## src/rtl/counter_pkg.sv

```systemverilog
// Shared constants and next-state helpers for the modulo up/down counter.
// Macro UPDOWN_COUNTER_SAT_EN switches the boundary behaviour from wrap to hold.
package counter_pkg;

  localparam logic CNT_UP = 1'b1;
  localparam logic CNT_DN = 1'b0;

  // Out-of-range load values clamp to the top of the count range.
  function automatic logic [31:0] clamp_load(input logic [31:0] val,
                                             input logic [31:0] modulus);
    return (val > modulus - 32'd1) ? modulus - 32'd1 : val;
  endfunction

  function automatic logic [31:0] next_count(input logic [31:0] q,
                                             input logic        up_dn,
                                             input logic [31:0] modulus);
    logic [31:0] nxt;
    if (up_dn == CNT_UP) begin
`ifdef UPDOWN_COUNTER_SAT_EN
      nxt = (q == modulus - 32'd1) ? q : q + 32'd1;
`else
      nxt = (q == modulus - 32'd1) ? 32'd0 : q + 32'd1;
`endif
    end else begin
`ifdef UPDOWN_COUNTER_SAT_EN
      nxt = (q == 32'd0) ? q : q - 32'd1;
`else
      nxt = (q == 32'd0) ? modulus - 32'd1 : q - 32'd1;
`endif
    end
    return nxt;
  endfunction

endpackage

```

## src/rtl/sync_tff_cell.sv

```systemverilog
// Single counter bit: T flip-flop with synchronous parallel load and
// synchronous active-low reset.
module sync_tff_cell (
  input  logic clk,
  input  logic rst,
  input  logic t,
  input  logic ld,
  input  logic d,
  output logic q,
  output logic qb
);

  logic q_d, q_q;

  always_comb begin
    q_d = q_q;
    if (ld) begin
      q_d = d;
    end else if (t) begin
      q_d = ~q_q;
    end
  end

  always_ff @(posedge clk) begin
    if (!rst) begin
      q_q <= 1'b0;
    end else begin
      q_q <= q_d;
    end
  end

  assign q  = q_q;
  assign qb = ~q_q;

endmodule

```

## src/rtl/sync_updown_counter.sv

```systemverilog
// Parametrised synchronous modulo-N up/down counter with load, terminal count and wrap pulse.
// Define UPDOWN_COUNTER_SAT_EN for saturating instead of wrapping behaviour.
module sync_updown_counter
  import counter_pkg::*;
#(
  parameter int unsigned WIDTH   = 4,
  parameter int unsigned MODULUS = 16
) (
  input  logic             clk,
  input  logic             rst,
  input  logic             en,
  input  logic             up_dn,
  input  logic             load,
  input  logic [WIDTH-1:0] load_val,
  output logic [WIDTH-1:0] q,
  output logic [WIDTH-1:0] qb,
  output logic             tc,
  output logic             wrap
);

  logic [WIDTH-1:0] cnt_next;
  logic [WIDTH-1:0] ld_val;
  logic [WIDTH-1:0] t_vec;
  logic             at_bound;
  logic             wrap_d, wrap_q;

  always_comb begin
    at_bound = (up_dn == CNT_UP) ? (32'(q) == MODULUS - 32'd1) : (q == '0);
    tc       = en & at_bound;
    cnt_next = WIDTH'(next_count(32'(q), up_dn, MODULUS));
    ld_val   = WIDTH'(clamp_load(32'(load_val), MODULUS));
    // Each cell toggles exactly where the arithmetic next value differs from q.
    t_vec    = en ? (cnt_next ^ q) : '0;
`ifdef UPDOWN_COUNTER_SAT_EN
    wrap_d   = 1'b0;
`else
    wrap_d   = en & ~load & at_bound;
`endif
  end

  for (genvar i = 0; i < WIDTH; i++) begin : g_bit
    sync_tff_cell u_cell (
      .clk (clk),
      .rst (rst),
      .t   (t_vec[i]),
      .ld  (load),
      .d   (ld_val[i]),
      .q   (q[i]),
      .qb  (qb[i])
    );
  end

  always_ff @(posedge clk) begin
    if (!rst) begin
      wrap_q <= 1'b0;
    end else begin
      wrap_q <= wrap_d;
    end
  end

  assign wrap = wrap_q;

endmodule

```

## config.mk

```make
export PLATFORM = sky130hd
export DESIGN_NAME = sync_updown_counter
export DESIGN_NICKNAME = d
export VERILOG_FILES = /design/src/rtl/counter_pkg.sv /design/src/rtl/sync_tff_cell.sv /design/src/rtl/sync_updown_counter.sv
export SDC_FILE = /design/constraint.sdc
export NUM_CORES = 1
export LEC_CHECK = 0
export CORE_AREA = 2 2 39 41
export DETAILED_ROUTE_END_ITERATION = 6
export DIE_AREA = 0 0 41 43
export PLACE_DENSITY = 0.61
export SYNTH_ARGS = -nofsm -noshare
export SYNTH_HDL_FRONTEND = slang
export SYNTH_SLANG_ARGS = --single-unit
```

## constraint.sdc

```tcl
create_clock -name clk -period 1.3 [get_ports clk]
set_input_delay 0.26 -clock clk [delete_from_list [all_inputs] [get_ports clk]]
set_output_delay 0.26 -clock clk [all_outputs]
set_load 0.02 [all_outputs]
```

==> results.yml <==
critical_path:
  slowest_delay_ns: 0.36
  critical_path_class: "flop to primary output"
  cp.arrival_ns: 1.19
  crit_required_ns: 1.04
  path_delay_family: "flip-flops"
  path_buf_inv: 2
  cp-startpoint: "g_bit[0].u_cell.q"
  crit_slowest_cell: "dfxtp_4"
  endpoint_kind: "primary output"
  path_cells: "inv_2, ha_4, nand3_2, a21boi_2, buf_4"
  crit_fanout: 4
  start_kind: "flop"
  r2r_start: "g_bit[0].u_cell.q"
power_and_ir_drop:
  power_density_nw_per_um2: 848.0
  power_frac_comb: 0.400
  power_frac_seq: 0.303
  leakagePower_nw: 0.3208
  p_clk_frac: 0.297
  switching_power_w: 0.0001866
  ir_drop_mv: 0.4447
  switching_share: 0.3119
  p_int_w: 0.0004118
routing:
  detail_route.wl_per_cell_um: 10.78
  vias: 429
  drc: 0
  drtAntennaViolNets: 0
  wirelength_mm: 1.013
  post_drt_via_cell_ratio: 4.564
  dr.pass1.iters: 3
  drt_iter0_drc: 4
grt:
  grt_usage: 0.1305
  grt_max_degree: 7
  overflow: 0
  grt_pass1_vias: 384
  grt_pass1_wl_mm: 1.518
  use_met1: 0.1640
  global_route.usage.met2: 0.1906
  use_met3: 0.03141
  antenna_found_initial: 0
  busiest_layer: "met2"
outcome:
  status: "finished with violations"
  violations: "negative setup slack"
synthesis:
  synth_top_area_share: 0.2446
  yosys.area.top_type: "dfxtp_1"
  synth_top_family_by_area: "compound AO/OA/AOI/OAI gates"
  synth-simple-area-share: 0.1651
  synth_ff_type: "dfxtp_1"
  synth-seq-cells: 5
  netlist_area_sq_um: 409.1
  synthArstFlopShare: 0
  synth_area_per_cell_sq_um: 8.022
  synth_compound_area_frac: 0.2324
  syn_nets: 62
  synth_edf_count: 0
  synthCells: 51
  yosys_warnings: 0
  synth_fa_ha_area_frac: 0.06116
  synth_xor_area_frac: 0.04281
  seq_area_frac_synth: 0.2446
  synth_area_leaders: "dfxtp_1, buf_4, ha_1"
  synth_cell_types: 26
  muxShareOfSynthArea: 0.05199
layout:
  final_cell_count_no_fill: 94
  num_antenna_cells: 0
  synthToLayoutAreaGrowth_pct: 72.48
  mostFrequentLayoutCell: "buf_4"
  final_nets: 90
  nFillCells: 152
  layout_common_cells: "buf_4, clkdlybuf4s50_1, nand2_1, buf_2"
  drive_gt1_frac: 0.5256
worst_hold_path:
  hp-class: "input pin to flop"
  min_from: "load_val[0]"
place:
  portBuffers: 18
  dp_hpwl_um: 796.8
  place.gp.congestion: 0.7248
  dp_cells: 90
clock_network:
  cts_root_buffer: "clkbuf_4"
  cts_tree: "done"
  cts_hold_buf: 0
  htreeDepth: 1
  cts_made_buffers: 3
  cts.path.max_buffers: 2
  worstSkewPairLatency_ns: 0.24
  cts.sink_count: 5
  clk_pin_slew_ns: 0.04
sta:
  period_share: 1.118
  fmax_ghz: 0.6880
  fin_crit_ns: 1.454
  setup_viol: 3
  worst_slew_pin_slew_ns: 0.2275
  final.setup.worst_slack_ns: -0.1535
  skew_ns: 0.003604
  slew_violations: 0
  rsz0062_at_grt: "yes"
  hold_violations: 0
  slew_headroom: 0.8489
  fin_setup_tns_ns: -0.1581
die:
  coreArea_sq_um: 1384
  initial_core_util: 0.2957
  die_x_um: 41
  dieArea_sq_um: 1763
  ioPinCount: 19
  num_rows: 14
  die_h_um: 43
run:
  cap_violations: 0
final timing paths:
check / end / slack (ns) / cells past startpoint
worst min-delay path: g_bit[0].u_cell.q / 0.57 / 3
worst min register to register: g_bit[3].u_cell.q / 0.68 / 4
worst max register to register: g_bit[0].u_cell.q / 0 / 6
worst max-delay path: tc / -0.15 / 5
worst min-delay path, stage by stage:
cell and delay [ns]:
clkdlybuf4s50_1 0.39, nand2_1 0.06, a21boi_1 0.05
metal layers:
metal	share of wire	routed length [um]
met1	0.44	447
met2	0.50	505
met3	0.052	53
met4	0.0069	7
met5	0	0
final cells by class:
class	instances	area, sq um	area share
Clock buffer	4	26.28	0.03723
Inverter	5	21.27	0.03014
Multi-Input combinational cell	32	277.8	0.3936
Sequential cell	5	110.1	0.1560
Tap cell	16	20.02	0.02837
Timing Repair Buffer	32	250.2	0.3546
kinds of logic after synthesis:
kind of cell               after synthesis
buffers and inverters                   14
DFF                                      5
AOI/OAI and AO/OA                       14
muxes                                    2
adders and majority gates                2
and+or+nand+nor                         12
xor gates and xnor gates                 2
per-stage QoR:
stage | utilization | area, sq um | total power (W) | hold slack, ns | worst slack (ns)
after global routing | 0.5099 | 705.7 | 0.0006376 | 0.6063 | -0.2299
after CTS | 0.5018 | 694.4 | 0.0005940 | 0.5680 | -0.2223
final | 0.5099 | 705.7 | 0.0005984 | 0.5691 | -0.1535
after detailed placement | 0.4747 | 656.9 | 0.0004155 | 0.6586 | -0.7538
after floorplan | - | 415.4 | 0.0003131 | 0.3816 | 0.006923
after global placement | 0.4747 | 656.9 | 0.0004134 | 0.6403 | -0.7445
power groups by stage:
stage                     sequential [W]  combinational, W  clock [W]
after detailed placement        0.000181          0.000235          0
final                           0.000181          0.000239   0.000178
after floorplan                 0.000182          0.000131          0
after global placement          0.000181          0.000233          0
after CTS                       0.000182          0.000225   0.000187
after global routing            0.000183          0.000258   0.000197
synthesized netlist by cell type, types with 2 or more instances:
cell / n
buf_4: 8
dfxtp_1: 5
nand2_1: 5
inv_1: 4
a21oi_1: 3
a21boi_1: 2
a311o_1: 2
ha_1: 2
o21ai_0: 2
xnor2_1: 2
state kept, by name (all words and copies together) (netlist names):
| signal | cells |
|---|---|
| wrap | 1 |
| g_bit.u_cell.q | 4 |
repair_timing:
action | 4_1_cts | 5_1_grt
endpoints found under the setup margin | 13 | 10
buffers inserted | 0 | 1
resized for setup | 33 | 16
cloned | 0 | 0
pin swaps | 5 | 8
(Power assumes the default switching activity.)
